===== src/rtl/cpp_internal_double_to_bool_sched.sv =====
// cpp_internal_double_to_bool_sched: round-robin shared double-to-bool hysteresis comparator
module cpp_internal_double_to_bool_sched #(
  parameter int          N_CH      = 4,
  parameter logic [63:0] THRESH_HI = 64'h3F847AE147AE147B,
  parameter logic [63:0] THRESH_LO = 64'h3F847AE147AE147B
) (
  input  logic              clk,
  input  logic              rst_n,
  input  logic [N_CH-1:0]   req_i,
  input  logic [64*N_CH-1:0] data_i,
  output logic [N_CH-1:0]   ack_o,
  output logic [N_CH-1:0]   out_o,
  output logic [N_CH-1:0]   update_out_o,
  output logic              busy_o
);
  localparam int GW = N_CH > 1 ? $clog2(N_CH) : 1;
  typedef enum logic [1:0] {IDLE, CMP, DONE} state_t;
  state_t            state_q, state_d;
  logic [GW-1:0]     rr_q, rr_d, g_q, g_d, grant;
  logic              found, gt_hi, le_lo;
  logic [63:0]       x_q, x_d;
  logic [N_CH-1:0]   ack_q, ack_d, out_q, out_d, upd_q, upd_d;
  // thresholds are positive, so magnitude bits compare as unsigned integers
  function automatic logic gt(input logic [63:0] x, input logic [62:0] t);
    return !x[63] && !(x[62:52] == 11'h7FF && x[51:0] != '0) && (x[62:0] > t);
  endfunction
  always_ff @(posedge clk or negedge rst_n)
    if (!rst_n) begin
      state_q <= IDLE;
      rr_q    <= '0;
      g_q     <= '0;
      x_q     <= '0;
      ack_q   <= '0;
      out_q   <= '0;
      upd_q   <= '0;
    end else begin
      state_q <= state_d;
      rr_q    <= rr_d;
      g_q     <= g_d;
      x_q     <= x_d;
      ack_q   <= ack_d;
      out_q   <= out_d;
      upd_q   <= upd_d;
    end
  // lowest offset from rr_q wins: the descending loop lets it overwrite later
  always_comb begin
    found = 1'b0;
    grant = rr_q;
    for (int i = N_CH - 1; i >= 0; i--)
      if (req_i[(int'(rr_q) + i) % N_CH]) begin
        found = 1'b1;
        grant = GW'((int'(rr_q) + i) % N_CH);
      end
  end
  always_comb
    state_d = state_q == IDLE ? (found ? CMP : IDLE) : state_q == CMP ? DONE : IDLE;
  always_comb begin
    gt_hi = gt(x_q, THRESH_HI[62:0]);
    le_lo = !gt(x_q, THRESH_LO[62:0]);
    g_d   = (state_q == IDLE && found) ? grant : g_q;
    x_d   = (state_q == IDLE && found) ? data_i[64*grant +: 64] : x_q;
    rr_d  = state_q == DONE ? (g_q == GW'(N_CH - 1) ? '0 : GW'(int'(g_q) + 1)) : rr_q;
    ack_d = '0;
    out_d = out_q;
    upd_d = upd_q;
    // results land on the CMP->DONE edge so ack/out/update_out are visible throughout DONE
    if (state_q == CMP) begin
      out_d[g_q] = out_q[g_q] ? !le_lo : gt_hi;
      upd_d[g_q] = !upd_q[g_q];
      ack_d[g_q] = 1'b1;
    end
  end
  always_comb begin
    busy_o       = state_q != IDLE;
    ack_o        = ack_q;
    out_o        = out_q;
    update_out_o = upd_q;
  end
endmodule


===== config.mk =====
export PLATFORM = sky130hd
export DESIGN_NAME = cpp_internal_double_to_bool_sched
export DESIGN_NICKNAME = d
export VERILOG_FILES = /design/src/rtl/cpp_internal_double_to_bool_sched.sv
export SDC_FILE = /design/constraint.sdc
export NUM_CORES = 1
export LEC_CHECK = 0
export BUFFER_PORTS_ARGS = -buffer_cell sky130_fd_sc_hd__buf_2
export CORE_ASPECT_RATIO = 0.75
export CORE_MARGIN = 4
export CORE_UTILIZATION = 40
export CTS_BUF_LIST = sky130_fd_sc_hd__clkbuf_4 sky130_fd_sc_hd__clkbuf_8
export DETAILED_ROUTE_END_ITERATION = 6
export GPL_ROUTABILITY_DRIVEN = 1
export PLACE_DENSITY_LB_ADDON = 0.12
export SYNTH_ARGS = -nofsm -noshare
export SYNTH_HDL_FRONTEND = slang
export SYNTH_SLANG_ARGS = --single-unit
export TNS_END_PERCENT = 5

===== constraint.sdc =====
create_clock -name clk -period 3.5 [get_ports clk]
set_input_delay 0.175 -clock clk [delete_from_list [all_inputs] [get_ports clk]]
set_output_delay 0.175 -clock clk [all_outputs]
set_load 0.005 [all_outputs]

==> impl_metrics.yaml, run 1 <==
outcome:
  outcome: "complete, no violations"
route:
  routed_wirelength_mm: 17.4
  dr_total_vias: 5866
  ant_nets: 0
  drt-vias-per-instance: 5.21
  drc: 0
  drt-wirelength-per-cell_um: 15.5
  firstDrtPassIters: 5
  drt_iter0_markers: 252
hold_path:
  hp-class: "input port to register"
  min_to: "x_q[2]"
  worstHoldStart: "data_i[2]"
  hold_depth: 3
floorplanning:
  io_pins: 275
  rows: 37
  start_util: 0.408
  die-width_um: 144
  fp.dieArea_mm2: 0.0159
  coreArea_mm2: 0.0137
  die_height_um: 110
placement:
  dpl_cell_area_mm2: 0.00702
  dp_hpwl_mm: 13.1
  io_buffers: 274
  gp_congestion: 0.820
synthesis:
  synth_compound_area_frac: 0.216
  synth-edff-count: 0
  syn_area_mm2: 0.00557
  synth_top_family_by_area: "simple AND/OR/NAND/NOR gates"
  ys_seq_elements: 82
  synth-seq-area-share: 0.368
  synth_fa_ha_area_frac: 0.00898
  synth_xor_area_frac: 0
  synth_cells: 710
  ys_async_sr_fraction: 1.00
  yosysWarningCount: 0
  synth_mux_area_frac: 0.00809
  synth_top_area_share: 0.368
  synth_simple_gate_area_frac: 0.345
  avgSynthCellArea_um2: 7.85
  synth_commonest_cells: "216 x nand2_1, 82 x dfrtp_1, 64 x a211oi_1, 64 x and2_1, 64 x and3_1"
  syn_nets: 976
  synth_most_common_cell: "nand2_1"
  synth_flop_cell: "dfrtp_1"
  ys_top_cells_by_area: "dfrtp_1 37%, nand2_1 15%, a211oi_1 8.6%"
  ys_types: 45
  yosys.area.top_type: "dfrtp_1"
critical_path:
  cpPeakStageDelay_ns: 0.51
  worst-path-max-fanout: 4
  required_ns: 3.78
  cp.buffers_inverters: 0
  critPathKind: "register to register"
  crit_chain: "nor4_1, and4_1, nand4_1, o311ai_0, o211ai_2, o21ai_1"
  cp_slowest_cell: "nor4_1"
  crit_family: "simple AND/OR/NAND/NOR gates"
  r2r_cells: 6
  r2r_start: "x_q[15]"
  start_kind: "register"
  critical_path_arrival_ns: 2.61
  critPathCaptureType: "register"
  worstReg2RegEnd: "out_o[3]"
  reg2reg_slack_ns: 1.17
pwr:
  p_leak_uw: 0.00366
  power_density_mw_per_mm2: 768
  power_uw: 5580
  ir_worst_vdd_uv: 583
clock_tree:
  insertion_delay_ns: 0.35
  numCtsBuffers: 9
  numClockSinks: 82
  htreeDepth: 3
  ctsHoldBuffers: 1
  path_clk_slew_ns: 0.08
  cts_setup_buffers: 0
  root_buffer: "clkbuf_8"
  clockBufferDepth: 2
  cts_tree: "built"
  post_cts_resized: 0
sta:
  setup_viol: 0
  worst_slew_pin_slew_ns: 1.03
  rsz0062_at_grt: "false"
  min_period_over_period: 0.667
  tns_ns: 0
  period_needed_ns: 2.33
  fmax_mhz: 428
  finalClockSkew_ns: 0.00467
  hold_viol_final: 0
  drv_slew: 0
  slew-limit-headroom: 0.313
layout:
  antenna_cells: 0
  final_layout_size_suffix_gt1_frac: 0.326
  final_net_count: 1214
  area_growth_pct: 30.4
  final_util: 0.532
  final_area_mm2: 0.00726
global_route:
  antenna_found_initial: 0
  track_usage: 0.208
  grt_start_max_net_pins: 132
  use_met2: 0.312
  grt_pass1_vias: 5185
  grt_overflow: 0
  grtUsageMet1: 0.308
  grt_busiest_layer: "met2"
  use_met3: 0.0457
  grt_pass1_wl_mm: 26.4
run:
  drv_cap: 0
==> worst min-delay path, cell delays in order <==
cell	delay [ns]
buf_2	0.08
a211oi_1	0.05
o31ai_1	0.19
==> layer usage <==
layer / up-vias / routed length [um] / share of wire
li1: 3007 / - / -
met1: 2643 / 8560 / 0.49
met2: 203 / 7450 / 0.43
met3: 13 / 1250 / 0.072
met4: 0 / 157 / 0.0090
met5: - / 0 / 0
==> state kept, by name (all words and copies together), names as in the netlist <==
| signal | count |
|---|---|
| update_out_o | 4 |
| rr_q | 2 |
| x_q | 64 |
| out_o | 4 |
| state_q | 2 |
| g_q | 2 |
| ack_o | 4 |
==> where the power goes <==
part / leakage, uW / internal, uW / total, uW / switching [uW]
Clock: 0.000114 / 482 / 807 / 325
Sequential: 0.00101 / 1430 / 1850 / 415
Combinational: 0.00253 / 1220 / 2920 / 1700
Total: 0.00366 / 3130 / 5580 / 2440
==> placed cells by master, fill, tap and decap left out, drive strengths merged, types with 2 or more instances in the layout <==
master	count
a21oi	3
buf	282
nand4	7
ha	4
nand2b	3
a211oi	65
and3	64
inv	12
o31ai	66
clkbuf	10
nor2	6
nor3	6
nor4	14
o41ai	2
and2	64
bufinv	3
nand2	216
mux2	2
o21ai	13
nand3	5
o211ai	2
and4	2
nor2b	3
dfrtp	82
==> cells by family (layout without fill, tap and decap cells) <==
logic type	after synthesis	count (layout)
buffers and inverters	68	308
AOI/OAI and AO/OA	160	160
and+or+nand+nor	393	393
DFF	82	82
adders and majority gates	4	4
muxes	3	3
==> cell type report <==
type | count | area, um2
Tap cell | 175 | 219
Clock inverter | 3 | 90.1
Multi-Input combinational cell | 560 | 3250
Timing Repair Buffer | 283 | 1470
Sequential cell | 82 | 2050
Inverter | 12 | 45.0
Clock buffer | 10 | 138
Fill cell | 1359 | 6390
==> worst max-delay path by stage <==
stage / start / end / slack, ns / cells past startpoint
5_1_grt: x_q[15] / out_o[3] / 0.86 / 6
2_1_floorplan: x_q[27] / out_o[0] / 1.62 / 6
3_5_place_dp: x_q[15] / out_o[0] / 1.19 / 6
3_3_place_gp: x_q[35] / out_o[2] / 1.24 / 6
6_report: x_q[15] / out_o[3] / 1.17 / 6
4_1_cts: x_q[35] / out_o[0] / 1.17 / 6
==> per-stage QoR <==
| stage | setup slack, ns | cells | hold WS [ns] |
|---|---|---|---|
| after CTS | 1.17 | 1125 | 0.163 |
| final | 1.17 | 1125 | 0.181 |
| after floorplan | 1.62 | 710 | -0.121 |
| after detailed placement | 1.19 | 1111 | 0.320 |
| after global placement | 1.24 | 1111 | 0.321 |
| after global routing | 0.865 | 1125 | 0.185 |
No activity file was read; power rests on OpenSTA's default activity.
==> inputs of run 2 (changes only) <==
- clock period: 3.5 -> 1.9 ns (I/O delays scaled with it)
==> impl_metrics.yaml, run 2 (same netlist as run 1, synthesis figures left out) <==
outcome:
  outcome: "finished, violations left"
  violations: "setup timing"
global_route:
  grt_start_max_net_pins: 71
  grt_overflow: 0
  grt_pass1_wl_mm: 28.3
  grt_pass1_vias: 5688
  track_usage: 0.222
  antenna_found_initial: 0
sta:
  setup_viol: 49
  setup_ws_ns: -0.109
  worst_slew_pin_slew_ns: 0.680
  rsz0062_at_grt: "true"
  fmax_mhz: 498
  min_period_over_period: 1.06
  period_needed_ns: 2.01
  slew-limit-headroom: 0.542
  hold_viol_final: 0
  finalClockSkew_ns: 0.00844
  drv_slew: 0
clock_tree:
  numClockSinks: 82
  insertion_delay_ns: 0.35
  htreeDepth: 3
  clockBufferDepth: 2
  root_buffer: "clkbuf_8"
  path_clk_slew_ns: 0.08
  numCtsBuffers: 9
  cts_tree: "built"
route:
  routed_wirelength_mm: 18.7
  drc: 0
  drt-vias-per-instance: 5.19
  drt-wirelength-per-cell_um: 15.8
  firstDrtPassIters: 4
  drt_iter0_markers: 232
  dr_total_vias: 6127
  ant_nets: 0
critical_path:
  crit_chain: "nand2b_1, a22o_1, a211o_4, buf_12, buf_4, a211oi_2, o31ai_2"
  cpPeakStageDelay_ns: 0.40
  crit_family: "compound AO/OA/AOI/OAI gates"
  path_depth: 7
  start_kind: "register"
  cp.buffers_inverters: 2
  required_ns: 2.13
  cp_slowest_cell: "dfrtp_1"
  critical_path_arrival_ns: 2.24
  critPathKind: "register to register"
  r2r_cells: 7
  critPathCaptureType: "register"
  worst-path-max-fanout: 21
placement:
  dpl_cell_area_mm2: 0.00749
  gp_congestion: 0.796
  dp_hpwl_mm: 14.2
  io_buffers: 274
floorplanning:
  die_height_um: 110
  coreArea_mm2: 0.0137
  rows: 37
  fp.dieArea_mm2: 0.0159
  die-width_um: 144
  io_pins: 275
  start_util: 0.408
layout:
  final_util: 0.597
  area_growth_pct: 46.4
  nFillCells: 1292
  antenna_cells: 0
  final_net_count: 1268
  final_area_mm2: 0.00815
  largest_reg_flops: 64
  largest_register: "x_q"
  seq_area_mm2: 0.00205
  final_layout_size_suffix_gt1_frac: 0.426
  layout_commonest_cell: "buf_2"
  multi_input_area_mm2: 0.00359
  layout_common_cells: "273 x buf_2, 214 x nand2_1, 82 x dfrtp_1"
pwr:
  power_uw: 12000
  ir_worst_vdd_uv: 718
  p_leak_uw: 0.00404
  power_density_mw_per_mm2: 1480
hold_path:
  hp-class: "input port to register"
  hold_depth: 3
run:
  drv_cap: 0
run 2: changes by cell type in the layout (fill, tap and decap cells not counted), moves of 6 or more:
cell	before	now
a211oi_1	64	36
buf_12	2	9
buf_4	7	44
and3_1	64	58
a211oi_2	0	28
o31ai_1	63	48
buf_6	0	7
and3_4	0	6
o31ai_2	3	17
run 2: where the power goes:
| group | internal, uW | switching [uW] |
|---|---|---|
| Clock | 776 | 617 |
| Combinational | 3440 | 3870 |
| Sequential | 2630 | 699 |
run 2: worst paths after layout:
kind	slack [ns]	startpoint	end
max in group asynchronous	1.00	rst_n	x_q[40]
max	-0.11	rr_q[0]	x_q[42]
min	0.10	data_i[56]	x_q[56]
min in group asynchronous	0.25	rst_n	state_q[1]
min reg2reg	0.48	x_q[58]	x_q[58]
max reg2reg	-0.11	rr_q[0]	x_q[42]
run 2: through the flow:
| stage | hold slack, ns | instances | setup WS [ns] | setup TNS, ns |
|---|---|---|---|---|
| after detailed placement | 0.102 | 1160 | -0.284 | -5.77 |
| after floorplan | -0.201 | 710 | 0.0160 | 0 |
| after global routing | 0.107 | 1180 | -0.246 | -8.15 |
| after CTS | 0.0926 | 1179 | -0.109 | -2.43 |
| after global placement | 0.109 | 1160 | -0.232 | -4.34 |
| final | 0.103 | 1180 | -0.109 | -1.44 |
run 2: what timing repair did:
action / in CTS / in global routing
pin swaps: 11 / 7
buffers inserted: 3 / 1
resized for setup: 29 / 49
hold buffers: 1 / 0
setup endpoints to repair: 66 / 68
gates cloned: 1 / 0
endpoints found under the hold margin: 38 / 0
run 2: worst register-to-register path, stage by stage, from the launching register on:
cell and delay (ns):
dfrtp_1 0.40, nand2b_1 0.07, a22o_1 0.26, a211o_4 0.40, buf_12 0.17, buf_4 0.19
a211oi_2 0.30, o31ai_2 0.10
run 2: layout make-up:
type	instances	area share
clock buffers	11	0.0178
multi-input cells	560	0.441
clock inverters	3	0.00798
repair buffers	337	0.250
well taps	175	0.0269
inverters	12	0.00552
flip-flops and latches	82	0.252
run 2: routing by layer:
metal / share of wire / vias up / global-route usage
met5: 0 / - / 0
li1: - / 3120 / -
met2: 0.44 / 184 / 0.333
met4: 0.0073 / 0 / 0.0406
met1: 0.49 / 2814 / 0.335
met3: 0.066 / 9 / 0.0431
==> inputs of run 3 (changes only) <==
- clock period: 1.9 -> 2.05 ns (I/O delays scaled with it)
==> impl_metrics.yaml, run 3 (same netlist as run 1, synthesis figures left out) <==
outcome:
  outcome: "complete, no violations"
layout:
  multi_input_area_mm2: 0.00333
  seq_area_mm2: 0.00205
  largest_reg_flops: 64
  antenna_cells: 0
  area_growth_pct: 36.0
  largest_register: "x_q"
  nFillCells: 1362
  final_net_count: 1239
  layout_common_cells: "273 x buf_2, 214 x nand2_1, 82 x dfrtp_1"
  final_layout_size_suffix_gt1_frac: 0.360
  final_util: 0.555
  layout_commonest_cell: "buf_2"
clock_tree:
  cts_setup_buffers: 0
  numClockSinks: 82
  cts_tree: "built"
  root_buffer: "clkbuf_8"
  numCtsBuffers: 9
  path_clk_slew_ns: 0.08
  htreeDepth: 3
  insertion_delay_ns: 0.35
  clockBufferDepth: 2
global_route:
  antenna_found_initial: 0
  track_usage: 0.212
  grt_pass1_wl_mm: 26.9
  grt_overflow: 0
  grt_start_max_net_pins: 78
  grt_pass1_vias: 5501
floorplanning:
  start_util: 0.408
  die_height_um: 110
  die-width_um: 144
  coreArea_mm2: 0.0137
  io_pins: 275
  fp.dieArea_mm2: 0.0159
  rows: 37
route:
  drt-vias-per-instance: 5.19
  dr_total_vias: 5984
  firstDrtPassIters: 4
  drt_iter0_markers: 289
  ant_nets: 0
  drc: 0
  drt-wirelength-per-cell_um: 15.4
  routed_wirelength_mm: 17.8
hold_path:
  hp-class: "input port to register"
  min_to: "x_q[2]"
  worstHoldStart: "data_i[2]"
  hold_depth: 3
critical_path:
  crit_family: "compound AO/OA/AOI/OAI gates"
  critPathKind: "register to register"
  worst-path-max-fanout: 4
  required_ns: 2.33
  r2r_start: "x_q[7]"
  worstReg2RegEnd: "out_o[1]"
  cp.buffers_inverters: 1
  critPathCaptureType: "register"
  r2r_cells: 7
  reg2reg_slack_ns: 0.04
  crit_chain: "nor4_2, buf_4, nor4b_4, o211ai_1, a2111oi_2, o211ai_2, o21ai_1"
  cpPeakStageDelay_ns: 0.43
  cp_slowest_cell: "a2111oi_2"
  critical_path_arrival_ns: 2.29
  start_kind: "register"
sta:
  hold_slack_ns: 0.103
  fmax_mhz: 497
  hold_viol_final: 0
  slew-limit-headroom: 0.592
  drv_slew: 0
  min_period_over_period: 0.982
  setup_viol: 0
  worst_slew_pin_slew_ns: 0.605
  rsz0062_at_grt: "true"
  finalClockSkew_ns: 0.00780
  period_needed_ns: 2.01
pwr:
  ir_worst_vdd_uv: 628
  power_uw: 9910
  p_leak_uw: 0.00380
  power_frac_comb: 0.574
  internal_power_uw: 5510
  power.share.sequential: 0.318
  p_switching_uw: 4400
  pwr-share-clk: 0.108
  swShare: 0.444
  power_density_mw_per_mm2: 1310
placement:
  dp_hpwl_mm: 13.9
  io_buffers: 274
  gp_congestion: 0.812
run:
  drv_cap: 0
==> run 3: metrics by stage <==
stage	cells	area (um2)	worst slack, ns	setup TNS, ns
after global routing	1153	7580	-0.170	-1.24
after detailed placement	1136	7290	-0.204	-0.782
after floorplan	710	5570	0.166	0
after CTS	1153	7500	-0.00914	-0.0252
final	1153	7580	0.0372	0
after global placement	1136	7290	-0.144	-0.564
==> run 3: cell type report <==
type | instances | area share
Timing Repair Buffer | 308 | 0.231
Sequential cell | 82 | 0.271
Tap cell | 175 | 0.0289
Multi-Input combinational cell | 560 | 0.439
Inverter | 12 | 0.00595
Clock buffer | 12 | 0.0201
Clock inverter | 4 | 0.00363
==> run 3: worst reg2reg max path, stage by stage, from the launching register on <==
cell	delay [ns]
dfrtp_1	0.41
nor4_2	0.29
buf_4	0.16
nor4b_4	0.17
o211ai_1	0.14
a2111oi_2	0.43
o211ai_2	0.18
o21ai_1	0.16
==> run 3: power by group through the flow <==
| stage | clock (uW) | sequential (uW) | combinational (uW) |
|---|---|---|---|
| 6_report | 1070 | 3150 | 5690 |
| 5_1_grt | 1170 | 3260 | 6430 |
| 4_1_cts | 1120 | 3140 | 5630 |
| 3_5_place_dp | 0 | 3150 | 5570 |
| 3_3_place_gp | 0 | 3140 | 5580 |
| 2_1_floorplan | 0 | 2940 | 3870 |
==> run 3: layer usage <==
metal,track usage,part of all wire,vias to the layer above
met3,0.0431,0.067,15
met5,0,0,-
li1,-,-,3054
met2,0.326,0.43,187
met1,0.311,0.49,2728
met4,0.0419,0.011,0
==> run 3: what timing repair did <==
action,in CTS,in global routing
gates resized for setup,5,16
setup endpoints to repair,5,57
endpoints found under the hold margin,31,0
pin swaps,3,11
hold buffers,1,0
==> run 3: worst max path at each step <==
stage / startpoint / end / depth (start not counted)
floorplan: x_q[27] / out_o[0] / 6
global placement: x_q[15] / out_o[1] / 7
detailed placement: x_q[15] / out_o[2] / 7
CTS: rr_q[0] / x_q[14] / 8
global route: x_q[7] / out_o[2] / 7
finish: x_q[7] / out_o[1] / 7
